<file path="src/rtl/serial_mag_cmp_pkg.sv">
// rtl/serial_mag_cmp_pkg.sv - shared state encoding and sizing helper for serial_mag_cmp
package serial_mag_cmp_pkg;

    typedef enum logic [1:0] {
        ST_IDLE  = 2'd0,
        ST_SHIFT = 2'd1,
        ST_DONE  = 2'd2
    } state_t;

    // Bit counter must be able to hold the value WIDTH.
    function automatic int cnt_width(input int w);
        return $clog2(w + 1);
    endfunction

endpackage

</file>
<file path="src/rtl/bit_cmp_slice.sv">
// rtl/bit_cmp_slice.sv - combinational one-bit equal/greater cascade stage
module bit_cmp_slice (
    input  logic a1,
    input  logic b1,
    input  logic e0,
    input  logic g0,
    output logic e1,
    output logic g1
);

    logic same;

    assign same = a1 ~^ b1;
    assign e1   = e0 & same;
    // A differing bit decides; an equal bit passes the earlier verdict through.
    assign g1   = (a1 & ~b1) | (same & g0);

endmodule

</file>
<file path="src/rtl/serial_mag_cmp.sv">
// rtl/serial_mag_cmp.sv - bit-serial unsigned magnitude comparator; SERIAL_MAG_CMP_EARLY_EXIT_EN selects MSB-first early exit
module serial_mag_cmp
    import serial_mag_cmp_pkg::*;
#(
    parameter int WIDTH = 8
) (
    input  logic             clk,
    input  logic             rst_n,
    input  logic             start,
    input  logic [WIDTH-1:0] a,
    input  logic [WIDTH-1:0] b,
    output logic             busy,
    output logic             done,
    output logic             eq,
    output logic             gt,
    output logic             lt
);

    localparam int CW = cnt_width(WIDTH);

    state_t           state;
    state_t           state_nx;
    logic [WIDTH-1:0] sa;
    logic [WIDTH-1:0] sb;
    logic [CW-1:0]    cnt;
    logic             e;
    logic             g;
    logic             eq_q;
    logic             gt_q;
    logic             lt_q;
    logic             x;
    logic             y;
    logic             e1;
    logic             g1;
    logic             last_bit;
    logic             accept;

`ifdef SERIAL_MAG_CMP_EARLY_EXIT_EN
    assign x        = sa[WIDTH-1];
    assign y        = sb[WIDTH-1];
    // Higher bits were all equal, so the first difference settles the result.
    assign last_bit = (cnt == CW'(WIDTH - 1)) || (x != y);
`else
    assign x        = sa[0];
    assign y        = sb[0];
    assign last_bit = (cnt == CW'(WIDTH - 1));
`endif

    assign accept = start && ((state == ST_IDLE) || (state == ST_DONE));

    bit_cmp_slice u_slice (
        .a1 (x),
        .b1 (y),
        .e0 (e),
        .g0 (g),
        .e1 (e1),
        .g1 (g1)
    );

    always_comb begin
        state_nx = state;
        case (state)
            ST_IDLE:  if (start) state_nx = ST_SHIFT;
            ST_SHIFT: if (last_bit) state_nx = ST_DONE;
            ST_DONE:  state_nx = start ? ST_SHIFT : ST_IDLE;
            default:  state_nx = ST_IDLE;
        endcase
    end

    always_ff @(posedge clk) begin
        if (!rst_n) begin
            state <= ST_IDLE;
        end else begin
            state <= state_nx;
        end
    end

    always_ff @(posedge clk) begin
        if (!rst_n) begin
            sa   <= '0;
            sb   <= '0;
            cnt  <= '0;
            e    <= 1'b0;
            g    <= 1'b0;
            eq_q <= 1'b0;
            gt_q <= 1'b0;
            lt_q <= 1'b0;
        end else if (accept) begin
            sa  <= a;
            sb  <= b;
            cnt <= '0;
            e   <= 1'b1;
            g   <= 1'b0;
        end else if (state == ST_SHIFT) begin
`ifdef SERIAL_MAG_CMP_EARLY_EXIT_EN
            sa <= {sa[WIDTH-2:0], 1'b0};
            sb <= {sb[WIDTH-2:0], 1'b0};
`else
            sa <= {1'b0, sa[WIDTH-1:1]};
            sb <= {1'b0, sb[WIDTH-1:1]};
`endif
            cnt <= cnt + CW'(1);
            e   <= e1;
            g   <= g1;
            if (last_bit) begin
                eq_q <= e1;
                gt_q <= g1;
                lt_q <= ~e1 & ~g1;
            end
        end
    end

    assign busy = (state == ST_SHIFT);
    assign done = (state == ST_DONE);
    assign eq   = eq_q;
    assign gt   = gt_q;
    assign lt   = lt_q;

endmodule

</file>
<file path="config.mk">
export PLATFORM = sky130hd
export DESIGN_NAME = serial_mag_cmp
export DESIGN_NICKNAME = d
export VERILOG_FILES = /design/src/rtl/serial_mag_cmp_pkg.sv /design/src/rtl/bit_cmp_slice.sv /design/src/rtl/serial_mag_cmp.sv
export SDC_FILE = /design/constraint.sdc
export NUM_CORES = 1
export LEC_CHECK = 0
export CORE_ASPECT_RATIO = 1.1
export CORE_UTILIZATION = 44
export DETAILED_ROUTE_END_ITERATION = 12
export PLACE_DENSITY = 0.74
export SYNTH_ARGS = -nofsm -noshare
export SYNTH_HDL_FRONTEND = slang
export SYNTH_SLANG_ARGS = --single-unit
</file>
<file path="constraint.sdc">
create_clock -name clk -period 1.2 [get_ports clk]
set_input_delay 0.24 -clock clk [delete_from_list [all_inputs] [get_ports clk]]
set_output_delay 0.24 -clock clk [all_outputs]
set_load 0.02 [all_outputs]
</file>
==> results of run 1 <==
-- worst max-delay path, cell delays in order (launching register included) --
cell and delay (ps):
dfxtp_2 360, nand2b_4 150, inv_2 70, buf_6 110
-- worst max path at each step --
stage,from,to,slack (ps),depth (start not counted)
2_1_floorplan,sb[0],gt,30,5
3_3_place_gp,state[1],busy,-160,3
3_5_place_dp,start,g,-160,5
4_1_cts,state[1],busy,-40,3
5_1_grt,state[1],busy,-110,3
6_report,state[1],busy,-80,3
-- layout make-up --
cell class	count	area share, %
Clock buffer	3	1.380
Clock inverter	1	0.3067
Inverter	2	0.4601
Multi-Input combinational cell	98	36.89
Sequential cell	27	33.67
Tap cell	31	2.377
Timing Repair Buffer	40	24.92
-- state kept, by name, summed over array words and instances (netlist names) --
register	flops
sb	8
eq	1
lt	1
state	2
g	1
gt	1
sa	8
cnt	4
e	1
-- where the power goes --
group / switching (mW) / internal [mW]
Combinational: 0.177 / 0.209
Sequential: 0.0356 / 0.953
Clock: 0.280 / 0.126
-- cells by family after synthesis --
| group | count (synthesis) |
|---|---|
| simple gates | 52 |
| compound gates | 40 |
| flops | 27 |
| buf+inv | 12 |
| xor+xnor | 2 |
| mux | 2 |
| fa+ha+maj | 2 |
-- Yosys cell counts (2+ instances only) --
master and number:
nor2b_1 3, a21boi_1 3, dfxtp_1 27, o21ai_1 8, a22oi_1 4, clkbuf_1 3, or3_1 2, nand2_1 29
mux2i_1 2, a21oi_1 5, o21ai_0 5, a31oi_1 10, a21boi_0 4, buf_4 2, nor2_1 4, buf_2 4
nand3_1 8, ha_1 2, nand3b_1 2
-- through the flow --
step           setup WS [ps]  hold WS [ps]  power (mW)  utilization, %
2_1_floorplan          25.63         371.8       1.175               -
3_3_place_gp          -160.2         440.9       1.308           59.70
3_5_place_dp          -162.3         447.4       1.318           59.70
4_1_cts               -40.48         453.5       1.749           64.06
5_1_grt               -107.2         464.9       1.858           65.36
6_report              -77.62         451.0       1.780           65.36
-- repair_timing --
| item | in CTS | in global routing |
|---|---|---|
| endpoints found under the setup margin | 12 | 12 |
| gates resized for setup | 38 | 9 |
| buffers inserted | 1 | 0 |
| gates cloned | 1 | 1 |
| pin swaps | 0 | 2 |
-- routing by layer --
layer  share of wire (%)  vias up  GRT usage, %
li1                    -      544             -
met1                  40      509         27.75
met2                  52       45         36.00
met3                 5.7        7         3.825
met4                 2.4        0         7.540
met5                   0        -             0
==> flow_summary.yaml, run 1 <==
clock_tree:
  htreeDepth: 1
  clk_pin_slew_worst_paths_ps: 150
  worstSkewPairLatency_ps: 340
  hold_buffers: 0
  root_buffer: "clkbuf_4"
  clockBufferDepth: 2
  cts_sinks: 27
  cts_tree: "yes"
  numCtsBuffers: 3
drt:
  firstDrtPassIters: 4
  wl_per_cell_um: 14.10
  wl_mm: 2.848
  vias: 1105
  drc: 0
  viasPerCell: 5.470
  postRouteAntennaNets: 0
  drtIter0Drc: 34
grt:
  globalRouteOverflowTotal: 0
  grt_max_degree: 24
  grt_usage_pct: 21.60
  grt_pass1_wl_mm: 4.616
  antenna_found_initial: 0
  grt_pass1_vias: 1030
finish:
  areaGrowthSynthToFinish_pct: 42.05
  final_cell_mix: "nand2_1 (29), dfxtp_1 (22), clkdlybuf4s50_1 (18), buf_4 (11), a31oi_1 (10)"
  multi_input_area_um2: 601.8
  num-fill-cells: 210
  design.final.nets: 193
  antenna_cells: 0
  layout-drive-gt1-share_pct: 25.73
  layout_commonest_cell: "nand2_1"
  final_cells: 202
  seqCellArea_um2: 549.3
  final_area_um2: 1632
timing:
  hold_violations: 0
  finalCritPeriodShare_pct: 106.5
  rsz0062_at_grt: "true"
  setup_slack_ps: -77.62
  period_minus_slack_ps: 1278
  final-max-slew-violation-count: 0
  fin_setup_tns_ps: -176.9
  worstMarginPinSlew_ps: 207.3
  setup_viol: 4
  fmax_mhz: 782.7
  slew_headroom_pct: 86.17
  fin_worst_skew_ps: 12.22
placement:
  port_buffers: 23
  dp.cells: 195
  place_area_um2: 1490
  dp_hpwl_mm: 1.755
  place_congestion: 0.7730
logic_synthesis:
  synth_area_leaders: "dfxtp_1 (47%), nand2_1 (9.5%), a31oi_1 (5.4%)"
  yosysTopAreaCell: "dfxtp_1"
  yosysTopAreaCellShare_pct: 47.06
  synth_area_per_cell_um2: 8.384
  muxShareOfSynthArea_pct: 1.743
  synth_warnings: 0
  ys_seq_area_share_pct: 47.06
  synth_top_family_by_area: "compound AO/OA/AOI/OAI gates"
  ys_ff_latch: 27
  synthXorXnorAreaFrac_pct: 1.525
  async_flop_share_pct: 0
  postSynthCellCount: 137
  syn_area_um2: 1149
  synthAdderAreaFrac_pct: 2.179
  synth-edff-count: 0
  yosys.area_share.simple_pct: 20.70
  synthFlopType: "dfxtp_1"
  syn_nets: 158
  yosysUniqueCellTypes: 29
  synth-compound-area-share_pct: 21.13
pwr:
  ir_drop_v: 0.001041
  p_leak_nw: 0.6103
  power.density_nw_per_um2: 1091
flow_run:
  drv_cap: 0
min_path:
  whs_path_depth: 3
  hold_path_class: "input port to flip-flop"
  whs_endpoint: "sb[7]"
  min_from: "b[7]"
setup_path:
  critical_path_class: "flip-flop to output port"
  required_ps: 960
  cp-start-kind: "flip-flop"
  path_max_fanout: 3
  rrSetupSlack_ps: -30
  r2r_start: "state[1]"
  r2r-end: "cnt[3]"
  end_kind: "output port"
  cp_data_arrival_time_ps: 1040
  worst-r2r-cell-count: 4
floorplanning:
  die_x_um: 50.72
  die_h_um: 55.59
  coreArea_um2: 2496
  ios: 24
  fp-row-count: 19
  initial_core_util_pct: 46.02
  die_area_um2: 2819
status:
  status: "finished, violations left"
  violations: "negative setup slack"
(Power assumes the default switching activity.)
==> run 2: changes to the inputs <==
==> constraint.sdc (replaced) <==
create_clock -name clk -period 1.2 [get_ports clk]
set_input_delay 0.24 -clock clk [delete_from_list [all_inputs] [get_ports clk]]
set_output_delay 0.24 -clock clk [all_outputs]
set_load 0.005 [all_outputs]
==> run 2 against run 1 <==
Compared with the run above:
- the run still ends with negative setup slack left
- combinational power grew 6.8%
- register-to-register slack is essentially flat
- power grew 0.85%
- sequential power is essentially flat
- global-route usage shrank 0.28 points
- utilization grew 3.7 points
- critical path type is now flip-flop to flip-flop
- largest power group unchanged
- highest routed layer unchanged
==> flow_summary.yaml, run 2 (same netlist as run 1, synthesis figures left out) <==
status:
  status: "finished, violations left"
  violations: "negative setup slack"
timing:
  slew_headroom_pct: 81.87
  fmax_mhz: 809.0
  hold_violations: 0
  setup_slack_ps: -36.09
  final-max-slew-violation-count: 0
  finalCritPeriodShare_pct: 103.0
  fin_worst_skew_ps: 1.444
  period_minus_slack_ps: 1236
  rsz0062_at_grt: "true"
  setup_viol: 2
  fin_setup_tns_ps: -57.93
  worstMarginPinSlew_ps: 270.9
placement:
  dp_hpwl_mm: 1.745
  dp.cells: 193
  port_buffers: 23
  place_congestion: 0.7761
drt:
  viasPerCell: 5.350
  wl_per_cell_um: 13.30
  wl_mm: 2.740
  vias: 1102
  drtIter0Drc: 16
  drc: 0
  postRouteAntennaNets: 0
  firstDrtPassIters: 4
finish:
  top_regs: "sa: 8 flops, sb: 8 flops, cnt: 4 flops"
  design.final.nets: 197
  final_cells: 206
  layout-drive-gt1-share_pct: 29.14
  final_cell_mix: "nand2_1 (29), dfxtp_1 (19), clkdlybuf4s50_1 (18), buf_4 (14), a31oi_1 (10)"
  layout_commonest_cell: "nand2_1"
  num-fill-cells: 194
  seqCellArea_um2: 553.0
  areaGrowthSynthToFinish_pct: 50.00
  antenna_cells: 0
  multi_input_area_um2: 636.9
setup_path:
  rrSetupSlack_ps: -40
  required_ps: 1460
  cp-start-kind: "flip-flop"
  path_max_fanout: 3
  critical_path_class: "flip-flop to flip-flop"
  cp_data_arrival_time_ps: 1490
  end_kind: "flip-flop"
floorplanning:
  coreArea_um2: 2496
  die_area_um2: 2819
  die_h_um: 55.59
  initial_core_util_pct: 46.02
  fp-row-count: 19
  die_x_um: 50.72
  ios: 24
grt:
  globalRouteOverflowTotal: 0
  grt_usage_pct: 21.32
  grt_max_degree: 26
  antenna_found_initial: 0
  grt_pass1_vias: 1017
  grt_pass1_wl_mm: 4.519
clock_tree:
  clockBufferDepth: 2
  worstSkewPairLatency_ps: 320
  cts_sinks: 27
  root_buffer: "clkbuf_4"
  clk_pin_slew_worst_paths_ps: 140
  cts_tree: "yes"
  numCtsBuffers: 3
  htreeDepth: 1
pwr:
  ir_drop_v: 0.0006769
  power.density_nw_per_um2: 1042
  p_leak_nw: 0.6531
min_path:
  hold_path_class: "input port to flip-flop"
flow_run:
  drv_cap: 0
-- run 2: cell types whose count changed in the layout (fill, tap and decap cells not counted), moves of 3 or more --
cell	change
buf_4	+3
dlygate4sd2_1	+3
dfxtp_2	+3
dfxtp_1	-3
-- run 2: power breakdown --
part | leakage (nW) | internal (mW) | switching [mW]
Sequential | 0.226 | 0.953 | 0.0385
Combinational | 0.413 | 0.231 | 0.180
Clock | 0.0150 | 0.130 | 0.263
-- run 2: repair_timing --
| action | 4_1_cts | 5_1_grt |
|---|---|---|
| hold buffers | 0 | 0 |
| cloned | 1 | 1 |
| gates resized for setup | 29 | 18 |
| endpoints found under the setup margin | 11 | 16 |
| pin swaps | 4 | 8 |
| setup buffers | 7 | 2 |
-- run 2: per-stage QoR --
stage	hold slack [ps]	util (%)	power, mW	setup slack, ps	instance area (um2)
floorplan	371.8	-	1.172	25.63	1161
global placement	439.3	59.60	1.310	-146.9	1488
detailed placement	441.6	59.60	1.320	-164.8	1488
CTS	454.8	65.61	1.756	-37.40	1638
global route	482.9	69.02	1.878	-92.48	1723
finish	453.9	69.02	1.795	-36.09	1723
-- run 2: worst paths after layout --
check | startpoint | endpoint | cells after the start
worst min register to register | sb[7] | sb[7] | 2
worst min-delay path | b[7] | sb[7] | 3
worst max register to register | sb[0] | gt | 5
worst max-delay path | sb[0] | gt | 5
-- run 2: routing by layer --
layer  vias to the layer above  track usage [%]  wire length [um]
met5                         -                0                 0
met4                         0            9.127                40
met3                         4            3.279               127
met2                        32            35.24              1384
met1                       513            27.21              1187
li1                        553                -                 -
-- run 2: final cells by class --
type	count	share of cell area (%)
inverters	2	0.5810
repair buffers	44	26.58
clock buffers	4	1.525
flip-flops and latches	27	32.10
well taps	31	2.251
multi-input cells	98	36.96
-- run 2: critical path, stage by stage (launching register included) --
cell	delay, ps
dfxtp_2	360
inv_2	40
ha_4	270
a21oi_4	60
or3_1	310
a21boi_1	130
